$ cat config.mk
export PLATFORM = sky130hd
export DESIGN_NAME = mem_port_arbiter_flat
export DESIGN_NICKNAME = d
export VERILOG_FILES = /design/src/rtl/mem_port_arbiter_if.sv /design/src/rtl/mem_port_arbiter.sv /design/src/flat_wrapper.sv
export SDC_FILE = /design/constraint.sdc
export NUM_CORES = 1
export LEC_CHECK = 0
export CAP_MARGIN = 20
export CORE_AREA = 2 2 122 124
export DETAILED_ROUTE_END_ITERATION = 12
export DIE_AREA = 0 0 124 126
export GPL_ROUTABILITY_DRIVEN = 0
export PLACE_DENSITY = 0.81
export SYNTH_ARGS = -nofsm -noshare
export SYNTH_HDL_FRONTEND = slang
export SYNTH_SLANG_ARGS = --single-unit
export TNS_END_PERCENT = 10
$ cat constraint.sdc
create_clock -name clk1 -period 2.2 [get_ports clk1]
set_clock_uncertainty 0.2 [all_clocks]
set_input_delay 0.66 -clock clk1 [delete_from_list [all_inputs] [get_ports clk1]]
set_output_delay 0.66 -clock clk1 [all_outputs]
set_load 0.02 [all_outputs]
$ cat src/rtl/mem_port_arbiter_if.sv
// mem_port_arbiter_if: handshake and memory-bus bundle for mem_port_arbiter.
//   Port I  : if_req/if_addr/if_flush in, if_gnt/if_done/if_rdata out (read-only fetch).
//   Port D  : d_req/d_we/d_addr/d_wdata in, d_gnt/d_done/d_rdata out (load/store).
//   Memory  : mem_en/mem_we/mem_addr/mem_wdata out, mem_rdata in.
// slave  = arbiter side, master = pipeline + memory array side.
interface mem_port_arbiter_if #(
  parameter int unsigned AW = 10,
  parameter int unsigned DW = 32
);
  logic          if_req;
  logic [AW-1:0] if_addr;
  logic          if_gnt;
  logic          if_done;
  logic [DW-1:0] if_rdata;
  logic          if_flush;

  logic          d_req;
  logic          d_we;
  logic [AW-1:0] d_addr;
  logic [DW-1:0] d_wdata;
  logic          d_gnt;
  logic          d_done;
  logic [DW-1:0] d_rdata;

  logic          mem_en;
  logic          mem_we;
  logic [AW-1:0] mem_addr;
  logic [DW-1:0] mem_wdata;
  logic [DW-1:0] mem_rdata;

  modport master (
    output if_req, if_addr, if_flush, d_req, d_we, d_addr, d_wdata, mem_rdata,
    input  if_gnt, if_done, if_rdata, d_gnt, d_done, d_rdata,
           mem_en, mem_we, mem_addr, mem_wdata
  );

  modport slave (
    input  if_req, if_addr, if_flush, d_req, d_we, d_addr, d_wdata, mem_rdata,
    output if_gnt, if_done, if_rdata, d_gnt, d_done, d_rdata,
           mem_en, mem_we, mem_addr, mem_wdata
  );
endinterface

$ cat src/rtl/mem_port_arbiter.sv
// mem_port_arbiter: shares one single-port memory between instruction fetch
// (port I) and the data stage (port D). Port D has fixed priority; port I wins
// once STARVE_MAX consecutive D grants have passed it by. One access at a time.
// Ports:
//   clk1          clock, posedge
//   rst           synchronous active-high reset
//   bus           mem_port_arbiter_if.slave (port I, port D, memory bus)
//   perf_if_stall cycles with if_req high and no if_gnt (ARB_PERF_CNT_EN)
//   perf_d_stall  cycles with d_req high and no d_gnt  (ARB_PERF_CNT_EN)
// Optional: define ARB_PERF_CNT_EN to build the stall counters; otherwise 0.
// All outputs are registered; gnt/done/mem_en are computed one cycle ahead.
module mem_port_arbiter #(
  parameter int unsigned AW         = 10,
  parameter int unsigned DW         = 32,
  parameter int unsigned MEM_LAT    = 1,
  parameter int unsigned STARVE_MAX = 4
) (
  input  logic              clk1,
  input  logic              rst,
  mem_port_arbiter_if.slave bus,
  output logic [31:0]       perf_if_stall,
  output logic [31:0]       perf_d_stall
);
  localparam int unsigned   CW       = 4;
  localparam logic [CW-1:0] LAT_LAST = CW'(MEM_LAT - 1);
  localparam logic [CW-1:0] SMAX     = CW'(STARVE_MAX);

  typedef enum logic [1:0] {IDLE, ISSUE, WAIT, RESP} state_t;

  state_t        state_q, state_d;
  logic          sel_d_q, sel_d_d;      // 1: port D owns the current access
  logic          txn_we_q, txn_we_d;    // current access is a store
  logic          kill_q, kill_d;        // port I result flushed
  logic [CW-1:0] starve_q, starve_d;
  logic [CW-1:0] wait_q, wait_d;
  logic          if_gnt_q, if_gnt_d, d_gnt_q, d_gnt_d;
  logic          if_done_q, if_done_d, d_done_q, d_done_d;
  logic          mem_en_q, mem_en_d, mem_we_q, mem_we_d;
  logic [AW-1:0] mem_addr_q, mem_addr_d;
  logic [DW-1:0] mem_wdata_q, mem_wdata_d;
  logic [DW-1:0] if_rdata_q, if_rdata_d, d_rdata_q, d_rdata_d;
  logic          d_wins;

  // State and registered outputs
  always_ff @(posedge clk1) begin
    if (rst) begin
      state_q     <= IDLE;
      sel_d_q     <= 1'b0;
      txn_we_q    <= 1'b0;
      kill_q      <= 1'b0;
      starve_q    <= '0;
      wait_q      <= '0;
      if_gnt_q    <= 1'b0;
      d_gnt_q     <= 1'b0;
      if_done_q   <= 1'b0;
      d_done_q    <= 1'b0;
      mem_en_q    <= 1'b0;
      mem_we_q    <= 1'b0;
      mem_addr_q  <= '0;
      mem_wdata_q <= '0;
      if_rdata_q  <= '0;
      d_rdata_q   <= '0;
    end else begin
      state_q     <= state_d;
      sel_d_q     <= sel_d_d;
      txn_we_q    <= txn_we_d;
      kill_q      <= kill_d;
      starve_q    <= starve_d;
      wait_q      <= wait_d;
      if_gnt_q    <= if_gnt_d;
      d_gnt_q     <= d_gnt_d;
      if_done_q   <= if_done_d;
      d_done_q    <= d_done_d;
      mem_en_q    <= mem_en_d;
      mem_we_q    <= mem_we_d;
      mem_addr_q  <= mem_addr_d;
      mem_wdata_q <= mem_wdata_d;
      if_rdata_q  <= if_rdata_d;
      d_rdata_q   <= d_rdata_d;
    end
  end

  // Next state, arbitration and next output values
  always_comb begin
    state_d     = state_q;
    sel_d_d     = sel_d_q;
    txn_we_d    = txn_we_q;
    kill_d      = kill_q;
    starve_d    = starve_q;
    wait_d      = wait_q;
    if_gnt_d    = 1'b0;
    d_gnt_d     = 1'b0;
    if_done_d   = 1'b0;
    d_done_d    = 1'b0;
    mem_en_d    = 1'b0;
    mem_we_d    = 1'b0;
    mem_addr_d  = mem_addr_q;
    mem_wdata_d = mem_wdata_q;
    if_rdata_d  = if_rdata_q;
    d_rdata_d   = d_rdata_q;
    d_wins      = bus.d_req && !(bus.if_req && (starve_q == SMAX));

    case (state_q)
      IDLE: begin
        kill_d = 1'b0;
        if (!bus.if_req) starve_d = '0;
        if (d_wins) begin
          state_d     = ISSUE;
          sel_d_d     = 1'b1;
          txn_we_d    = bus.d_we;
          d_gnt_d     = 1'b1;
          mem_en_d    = 1'b1;
          mem_we_d    = bus.d_we;
          mem_addr_d  = bus.d_addr;
          mem_wdata_d = bus.d_wdata;
          if (bus.if_req && (starve_q != SMAX)) starve_d = starve_q + CW'(1);
        end else if (bus.if_req) begin
          state_d    = ISSUE;
          sel_d_d    = 1'b0;
          txn_we_d   = 1'b0;
          if_gnt_d   = 1'b1;
          mem_en_d   = 1'b1;
          mem_addr_d = bus.if_addr;
          starve_d   = '0;
        end
      end
      ISSUE: begin
        state_d = WAIT;
        wait_d  = LAT_LAST;
        if (!sel_d_q && bus.if_flush) kill_d = 1'b1;
      end
      WAIT: begin
        if (!sel_d_q && bus.if_flush) kill_d = 1'b1;
        if (wait_q == '0) begin
          // mem_rdata is valid now; done/rdata become visible in RESP.
          state_d = RESP;
          if (sel_d_q) begin
            d_done_d = 1'b1;
            if (!txn_we_q) d_rdata_d = bus.mem_rdata;
          end else if (!(kill_q || bus.if_flush)) begin
            if_done_d  = 1'b1;
            if_rdata_d = bus.mem_rdata;
          end
        end else begin
          wait_d = wait_q - CW'(1);
        end
      end
      RESP: begin
        // A flush seen here would only set a flag that is cleared on exit.
        state_d = IDLE;
        kill_d  = 1'b0;
      end
      default: state_d = IDLE;
    endcase
  end

  assign bus.if_gnt    = if_gnt_q;
  assign bus.d_gnt     = d_gnt_q;
  assign bus.if_done   = if_done_q;
  assign bus.d_done    = d_done_q;
  assign bus.if_rdata  = if_rdata_q;
  assign bus.d_rdata   = d_rdata_q;
  assign bus.mem_en    = mem_en_q;
  assign bus.mem_we    = mem_we_q;
  assign bus.mem_addr  = mem_addr_q;
  assign bus.mem_wdata = mem_wdata_q;

`ifdef ARB_PERF_CNT_EN
  logic [31:0] perf_if_q, perf_d_q;

  // Saturating stall counters
  always_ff @(posedge clk1) begin
    if (rst) begin
      perf_if_q <= '0;
      perf_d_q  <= '0;
    end else begin
      if (bus.if_req && !if_gnt_q && (perf_if_q != '1)) perf_if_q <= perf_if_q + 32'd1;
      if (bus.d_req && !d_gnt_q && (perf_d_q != '1))    perf_d_q  <= perf_d_q + 32'd1;
    end
  end

  assign perf_if_stall = perf_if_q;
  assign perf_d_stall  = perf_d_q;
`else
  assign perf_if_stall = '0;
  assign perf_d_stall  = '0;
`endif
endmodule

$ cat src/flat_wrapper.sv
// flat-port wrapper written by rule: the top's interface ports become plain ports
module mem_port_arbiter_flat 
#(
  parameter int unsigned AW         = 10,
  parameter int unsigned DW         = 32,
  parameter int unsigned MEM_LAT    = 1,
  parameter int unsigned STARVE_MAX = 4
)
  (clk1, rst, perf_if_stall, perf_d_stall, bus_if_req, bus_if_addr, bus_if_flush, bus_d_req, bus_d_we, bus_d_addr, bus_d_wdata, bus_mem_rdata, bus_if_gnt, bus_if_done, bus_if_rdata, bus_d_gnt, bus_d_done, bus_d_rdata, bus_mem_en, bus_mem_we, bus_mem_addr, bus_mem_wdata);
  mem_port_arbiter_if #(.AW(AW), .DW(DW)) bus_i ();
  input  logic clk1;
  input  logic rst;
  output logic [31:0] perf_if_stall;
  output logic [31:0] perf_d_stall;
  input wire logic [$bits(bus_i.if_req)-1:0] bus_if_req;
  input wire logic [$bits(bus_i.if_addr)-1:0] bus_if_addr;
  input wire logic [$bits(bus_i.if_flush)-1:0] bus_if_flush;
  input wire logic [$bits(bus_i.d_req)-1:0] bus_d_req;
  input wire logic [$bits(bus_i.d_we)-1:0] bus_d_we;
  input wire logic [$bits(bus_i.d_addr)-1:0] bus_d_addr;
  input wire logic [$bits(bus_i.d_wdata)-1:0] bus_d_wdata;
  input wire logic [$bits(bus_i.mem_rdata)-1:0] bus_mem_rdata;
  output wire logic [$bits(bus_i.if_gnt)-1:0] bus_if_gnt;
  output wire logic [$bits(bus_i.if_done)-1:0] bus_if_done;
  output wire logic [$bits(bus_i.if_rdata)-1:0] bus_if_rdata;
  output wire logic [$bits(bus_i.d_gnt)-1:0] bus_d_gnt;
  output wire logic [$bits(bus_i.d_done)-1:0] bus_d_done;
  output wire logic [$bits(bus_i.d_rdata)-1:0] bus_d_rdata;
  output wire logic [$bits(bus_i.mem_en)-1:0] bus_mem_en;
  output wire logic [$bits(bus_i.mem_we)-1:0] bus_mem_we;
  output wire logic [$bits(bus_i.mem_addr)-1:0] bus_mem_addr;
  output wire logic [$bits(bus_i.mem_wdata)-1:0] bus_mem_wdata;
  assign bus_i.if_req = bus_if_req;
  assign bus_i.if_addr = bus_if_addr;
  assign bus_i.if_flush = bus_if_flush;
  assign bus_i.d_req = bus_d_req;
  assign bus_i.d_we = bus_d_we;
  assign bus_i.d_addr = bus_d_addr;
  assign bus_i.d_wdata = bus_d_wdata;
  assign bus_i.mem_rdata = bus_mem_rdata;
  assign bus_if_gnt = bus_i.if_gnt;
  assign bus_if_done = bus_i.if_done;
  assign bus_if_rdata = bus_i.if_rdata;
  assign bus_d_gnt = bus_i.d_gnt;
  assign bus_d_done = bus_i.d_done;
  assign bus_d_rdata = bus_i.d_rdata;
  assign bus_mem_en = bus_i.mem_en;
  assign bus_mem_we = bus_i.mem_we;
  assign bus_mem_addr = bus_i.mem_addr;
  assign bus_mem_wdata = bus_i.mem_wdata;
  mem_port_arbiter #(.AW(AW), .DW(DW), .MEM_LAT(MEM_LAT), .STARVE_MAX(STARVE_MAX)) u_core (.clk1(clk1), .rst(rst), .bus(bus_i), .perf_if_stall(perf_if_stall), .perf_d_stall(perf_d_stall));
endmodule
[Yosys cells after proc, flatten, opt, wreduce, memory -nomap -nowiden]
Index checks and enable logic that the tools add are counted.
Operators by class
  muxes and demuxes: 22
  bitwise operators: 7
  reductions and logical operators: 24
  equal/unequal tests: 9
  shifts and indexed selects: 0
  magnitude comparators: 0
  divide/modulo/power cells: 0
  add/subtract/negate cells: 2
  multipliers: 0
Operators by type and width (count)
  10-bit two-way mux: 2
  4-bit two-way mux: 5
  1-bit two-way mux: 9
  3-bit OR reduction: 3
  2-bit one-hot mux with 4 select lines: 1
  4-bit one-hot mux with 2 select lines: 1
  2-bit AND reduction: 4
  4-bit AND reduction: 2
  1-bit inverter: 7
  2-bit two-way mux: 3
  2-bit OR reduction: 3
  4-bit by 1-bit adder with 4-bit output, second input constant: 1
  2-bit equality test, second input constant: 2
  4-bit by 3-bit equality test with 1-bit output, second input constant: 1
  1-bit logical AND: 4
  4-bit zero test: 1
  2-bit by 1-bit != test with 1-bit output, second input constant: 2
  4-bit by 3-bit != test with 1-bit output, second input constant: 1
  2-bit nonzero test: 2
  4-bit OR reduction: 1
  4-bit by 1-bit subtractor with 4-bit output, second input constant: 1
  3-bit by 2-bit != test with 1-bit output, second input constant: 1
  2-bit by 1-bit equality test with 1-bit output, second input constant: 1
  1-bit zero test: 2
  4 further kinds: 4
Storage, ports and cells
  memories kept: 0
  input port bits: 90
  bits in read-only memories: 0
  register bits: 125
  latch bits: 0
  output and inout port bits: 176
  memory bits (writable): 0

[Longest topological paths before layout]
Gate-level depths: netlist of run 1.
  depth in word-level cells: 6
  depth in mapped cells: 8
  mapped depth without buffers: 5

[Worst setup path after synthesis of run 1]
Ideal clock, no wire load.
  kind: input-to-reg
  start point: input bus_if_flush
  end point: register u_core.if_rdata_q[10], in the netlist u_core.bus.if_rdata[10]
  setup time: 0.118 ns
  path buffers: 2
  stages on the path: 5
  arrival time: 1.570 ns
  path slack: 0.311 ns
  cell sequence: or3_1 or2_1 buf_6 buf_12 mux2i_1
Between the ends
  longest elaborated chain between the ends: 3
Ends and longest elaborated chain
  from (decl): line flat_wrapper.sv:17  | input wire logic [$bits(bus_i.if_flush)-1:0] bus_if_flush;
  1-bit logical OR: line mem_port_arbiter.sv:140  | end else if (!(kill_q || bus.if_flush)) begin
  1-bit inverter (no source line)
  4-bit AND reduction (no source line)
  to (signal assigned): line mem_port_arbiter.sv:78  | if_rdata_q <= if_rdata_d;
  to (decl): line mem_port_arbiter.sv:41  | logic [DW-1:0] if_rdata_q, if_rdata_d, d_rdata_q, d_rdata_d;
Every way passes these cells.
A chain may end at the register's enable or synchronous reset.

[Final worst setup path of run 1]
  start point: input bus_if_flush
  end point: register u_core.if_rdata_q[7], in the netlist u_core.bus.if_rdata[7]
Same word-level chain as after synthesis.

==> results of run 1 <==
-- area by class of cell --
cell class / instances / area [um^2]
well taps: 184 / 230
multi-input cells: 434 / 2710
fillers: 1267 / 6010
inverters: 9 / 33.8
flip-flops and latches: 125 / 2500
clock inverters: 13 / 211
repair buffers: 225 / 2160
clock buffers: 19 / 453
-- repair_timing --
item | in CTS | in global routing
gates resized for setup | 112 | 0
hold buffers | 0 | 0
setup buffers | 0 | 0
endpoints found under the setup margin | 112 | 0
-- worst reg2reg max path: cells and delay by family (launching register included) --
family / cells / cell delay (ps)
buf+inv: 1 / 110
compound gates: 2 / 510
fa+ha+maj: 1 / 210
simple gates: 1 / 460
flops: 1 / 350
-- cells in the mapped netlist, types with 2 or more instances --
library cell  number
a211oi_1           2
a21oi_1           40
a311oi_1          10
a31oi_1            3
and2_1             3
buf_1              3
buf_12             3
buf_2              7
buf_4             67
clkbuf_1          31
dfxtp_1          125
ha_1               6
inv_1              9
mux2i_1           65
nand2_1            4
nand2b_1         101
nand3_1           44
nand4_1            6
nor2_1            16
nor2b_1            4
nor3_1             3
o21ai_0           45
-- cells by family (layout without fill, tap and decap cells) --
logic type | Yosys count | after routing | share of synthesized area (%)
simple gates | 194 | 194 | 20.2
flops | 125 | 125 | 43.5
buf+inv | 121 | 266 | 13.4
compound gates | 105 | 105 | 10.2
mux | 65 | 65 | 11.3
fa+ha+maj | 6 | 6 | 1.31
other cells | 1 | 64 | 0.0652
-- state kept, by name, indices dropped and copies added (netlist names) --
name / flops
u_core.bus.d_rdata: 32
u_core.starve_q: 4
u_core.sel_d_q: 1
u_core.kill_q: 1
u_core.bus.mem_en: 1
u_core.bus.d_gnt: 1
u_core.bus.if_rdata: 32
u_core.bus.mem_we: 1
u_core.txn_we_q: 1
u_core.bus.if_done: 1
u_core.wait_q: 4
u_core.bus.mem_wdata: 32
u_core.bus.if_gnt: 1
u_core.state_q: 2
u_core.bus.d_done: 1
u_core.bus.mem_addr: 10
-- stage by stage --
step	cell area [um^2]	util [%]	hold slack (ps)	TNS (ps)
finish	8300	58.0	259	0
global route	8300	58.0	287	0
CTS	8300	58.0	264	0
detailed placement	7780	54.4	250	-7680
global placement	7780	54.4	238	-6470
floorplan	5980	-	230	0
-- power groups by stage --
| stage | clock, W | sequential [W] | combinational, W |
|---|---|---|---|
| 2_1_floorplan | 0 | 0.00313 | 0.00122 |
| 3_3_place_gp | 0 | 0.00278 | 0.00256 |
| 3_5_place_dp | 0 | 0.00280 | 0.00259 |
| 4_1_cts | 0.00317 | 0.00274 | 0.00241 |
| 5_1_grt | 0.00328 | 0.00278 | 0.00260 |
| 6_report | 0.00311 | 0.00274 | 0.00239 |
-- worst paths after layout --
| check | startpoint | end | slack (ps) | depth (start not counted) |
|---|---|---|---|---|
| setup / recovery | bus_if_flush | u_core.bus.if_rdata[7]$_SDFFE_PP0P_ | 200 | 5 |
| hold / removal | u_core.kill_q$_SDFFE_PP0P_ | u_core.kill_q$_SDFFE_PP0P_ | 260 | 2 |
| setup reg to reg | u_core.wait_q[0]$_SDFFE_PP0P_ | u_core.state_q[0]$_SDFFE_PP0P_ | 280 | 5 |
| hold reg to reg | u_core.kill_q$_SDFFE_PP0P_ | u_core.kill_q$_SDFFE_PP0P_ | 260 | 2 |
-- layer usage --
metal | vias to the layer above | GRT usage [%] | part of all wire [%]
met4 | 0 | 6.87 | 1.9
li1 | 2374 | - | -
met1 | 2239 | 21.2 | 40
met2 | 206 | 32.3 | 47
met3 | 19 | 8.74 | 11
met5 | - | 0 | 0
==> impl_metrics.ini, run 1 <==
[power_and_ir_drop]
pwr-share-seq_pct = 33.2
p_switching_w = 0.00258
internal-power_w = 0.00566
pwr-share-clk_pct = 37.8
pwr-share-comb_pct = 29.0
ir_drop_uv = 579
switching_share_pct = 31.3
p_total_w = 0.00824
leakage_nw = 3.80
power_density_nw_per_um2 = 993

[sta]
hold_viol_final = 0
fmax_ghz = 0.500
grt_setup_unrepaired = false
fin_ws_ps = 200
slew_viol_final = 0
fin_crit_ps = 2000
fin_crit_sh_pct = 90.9
setup_violations = 0

[grt]
antenna_found_initial = 0
grt_pass1_wl_um = 23400
grtUsageTotal_pct = 19.2
grt_pass1_vias = 4711
overflow = 0
grt_max_degree = 47

[logic_synthesis]
synth_area_leaders = dfxtp_1, mux2i_1, nand2b_1
ys_types = 42
netlist.area_leader.share_pct = 43.5
synth_flop_cell = dfxtp_1
ys_seq_elements = 125
synth_area_leader_cell = dfxtp_1
yosysWarnings = 0
synth-seq-area-share_pct = 43.5
synth_area_um2 = 5750
synth_enable_flop_cells = 0
async_flop_share_pct = 0
synth.avg_cell_area_um2 = 9.32
syn_inst = 617

[critical_path]
cp-end-kind = flop
cp_max_fo = 32
startpoint_type = primary input
crit_required_ps = 2290
crit_type = primary input to flop
path_cells = clkdlybuf4s50_1 > or3_1 > or2_2 > buf_12 > mux2i_1
cp_data_arrival_time_ps = 2090
slowest_delay_ps = 410
cpMaxStageDelayCell = clkdlybuf4s50_1
critPathTopFamily = simple AND/OR/NAND/NOR gates
path_buf_inv = 2

[clock_network]
cts_buffer_depth = 2
htreeDepth = 4
clock-sinks = 125
cts_tree = done
cts_buffers = 17
root_buffer = clkbuf_16
worstSkewPairLatency_ps = 410
clk_pin_slew_ps = 60

[status]
run_status = finished clean

[layout]
drive_gt1_share_pct = 7.52
layout.nets = 908
diodes = 0
syn_to_final_growth_pct = 44.5
stdcell_count = 1009
most-common-layout-cells = dfxtp_1, dlygate4sd2_1, nand2b_1
final_common_cell = dfxtp_1

[place]
io_buffers = 201
pre_cts_ws_ps = -203
dpl.hpwl_um = 10600
placed_cells = 977

[drt]
final_antenna_net_count = 0
wl_per_cell_um = 14.9
wl_um = 15100
drtIter0Drc = 271
first_pass_iters = 4
drc_errors = 0
num_vias = 4838
via_per_inst = 4.79

[floorplanning]
core_um2 = 14300
dieHeight_um = 126
die_x_um = 124
die_area_um2 = 15600
initial_core_util_pct = 40.2
ioPinCount = 266
row_count = 44

[min_path]
worstHoldPathType = flop to flop

[run]
cap_violations = 0
(Power assumes the default switching activity.)
==> run 2: changes to the inputs <==
- CTS_CLUSTER_SIZE: unset -> 14
==> results of run 2 <==
The final DEF is identical to that of run 1; final timing and power are the same.
==> run 3: changes to the inputs <==
- SETUP_SLACK_MARGIN: unset -> 0.15
==> results of run 3 <==
The final DEF is identical to that of run 1; final timing and power are the same.
==> edit: new RTL, settings of run 3 <==
The option `ARB_PERF_CNT_EN` is turned on by a define.
--- a/src/rtl/mem_port_arbiter.sv
+++ b/src/rtl/mem_port_arbiter.sv
@@ -11,2 +11,4 @@
 // All outputs are registered; gnt/done/mem_en are computed one cycle ahead.
+`define ARB_PERF_CNT_EN
+
 module mem_port_arbiter #(
Behaviour: not the same (a bounded check fails within 4 cycles, from zero or initial values and one cycle with rst high).
==> edit against run 3 <==
The flow now finishes with violations (negative setup slack); synthesized area is 36% higher; first-iteration DRC count is 150% higher; synthesized cell count is 54% higher; sequential cell count is 64 higher; global-route usage is 13 points higher; cell area is 46% higher; register-to-register slack worse by 410 ps; worst setup slack worse by 330 ps; power is 12% higher; routed wire length is 70% higher; largest cell class unchanged; highest routed layer unchanged.
==> edit: results (changes against run 3) <==
Worst path max stage delay = 480 ps (was 410 ps)
slowest stage cell, crit path = or4_4 (was clkdlybuf4s50_1)
detailed-route via count = 8330 (was 4838)
Setup WS post-layout = -132 ps (was 200 ps)
Pre-Repair DR Iteration Count = 5 (was 4)
Synth area leaders = dfxtp_1 (48%), nand2_1 (11%), a21oi_1 (9.0%) (was dfxtp_1 (44%), mux2i_1 (11%), nand2b_1 (11%))
R2R depth = 8 (was 5)
status = finished with violations (was complete, no violations)
Final Non-Filler Cells = 1480 (was 1009)
WL per Instance = 17.3 um (was 14.9 um)
failing checks = negative setup slack
Net count, final = 1382 (was 908)
1st-iter DRT viols = 670 (was 271)
Worst Path Max Fanout = 17 (was 32)
register area = 3830 um^2 (was 2500 um^2)
TNS Setup = -3560 ps (was 0 ps)
first-pass GRT wire length = 40100 um (was 23400 um)
Worst Setup EP = u_core.bus.if_rdata[8] (was u_core.bus.if_rdata[7])
final setup fails = 42 (was 0)
Synth top cells by count = nand2_1 (223), dfxtp_1 (189), a21oi_1 (141) (was dfxtp_1 (125), nand2b_1 (101), buf_4 (67))
largest net degree at the start of global routing = 56 (was 47)
Peak supply drop = 633 uV (was 579 uV)
critical path data arrival time = 2410 ps (was 2090 ps)
M3 GR Usage = 8.33% (was 8.74%)
dpl hpwl = 16600 um (was 10600 um)
sequential-to-total area share from yosys stat = 48.3% (was 43.5%)
[edit: area by class of cell]
| type | instances | share of cell area, % |
|---|---|---|
| Multi-Input combinational cell | 691 | 33.2 |
| Timing Repair Buffer | 371 | 27.5 |
| Clock inverter | 14 | 1.78 |
| Inverter | 14 | 0.434 |
| Sequential cell | 189 | 31.7 |
| Clock buffer | 17 | 3.51 |
| Tap cell | 184 | 1.90 |
[edit: worst min path at each step]
stage	end	depth (start not counted)	start	slack [ps]
after global placement	u_core.bus.mem_wdata[1]	2	u_core.bus.mem_wdata[1]	240
after floorplan	u_core.starve_q[3]	1	u_core.starve_q[3]	230
after global routing	u_core.bus.mem_wdata[12]	2	u_core.bus.mem_wdata[12]	270
after CTS	u_core.bus.if_rdata[0]	2	u_core.bus.if_rdata[0]	250
final	u_core.bus.mem_wdata[24]	2	u_core.bus.mem_wdata[24]	250
after detailed placement	u_core.bus.d_rdata[20]	2	u_core.bus.d_rdata[20]	250
[edit: timing repair]
item / CTS / global route
buffers inserted: 7 / 1
pin swaps: 25 / 36
cloned: 3 / 0
endpoints found under the setup margin: 294 / 205
resized for setup: 285 / 91
[edit: cell families after synthesis]
kind of cell	share of synthesized area, %
AND/OR/NAND/NOR	27.2
multiplexers	1.69
XOR/XNOR	2.23
AO/OA/AOI/OAI	15.4
buffers and inverters	3.97
adder cells (fa/ha/maj)	1.28
flip-flops	48.3
[edit: power by group through the flow]
stage | Combinational, uW | Sequential, uW | Clock, uW
5_1_grt | 2240 | 3870 | 3520
6_report | 2050 | 3840 | 3340
4_1_cts | 2040 | 3840 | 3370
2_1_floorplan | 791 | 4210 | 0
3_5_place_dp | 2140 | 3920 | 0
3_3_place_gp | 2110 | 3900 | 0
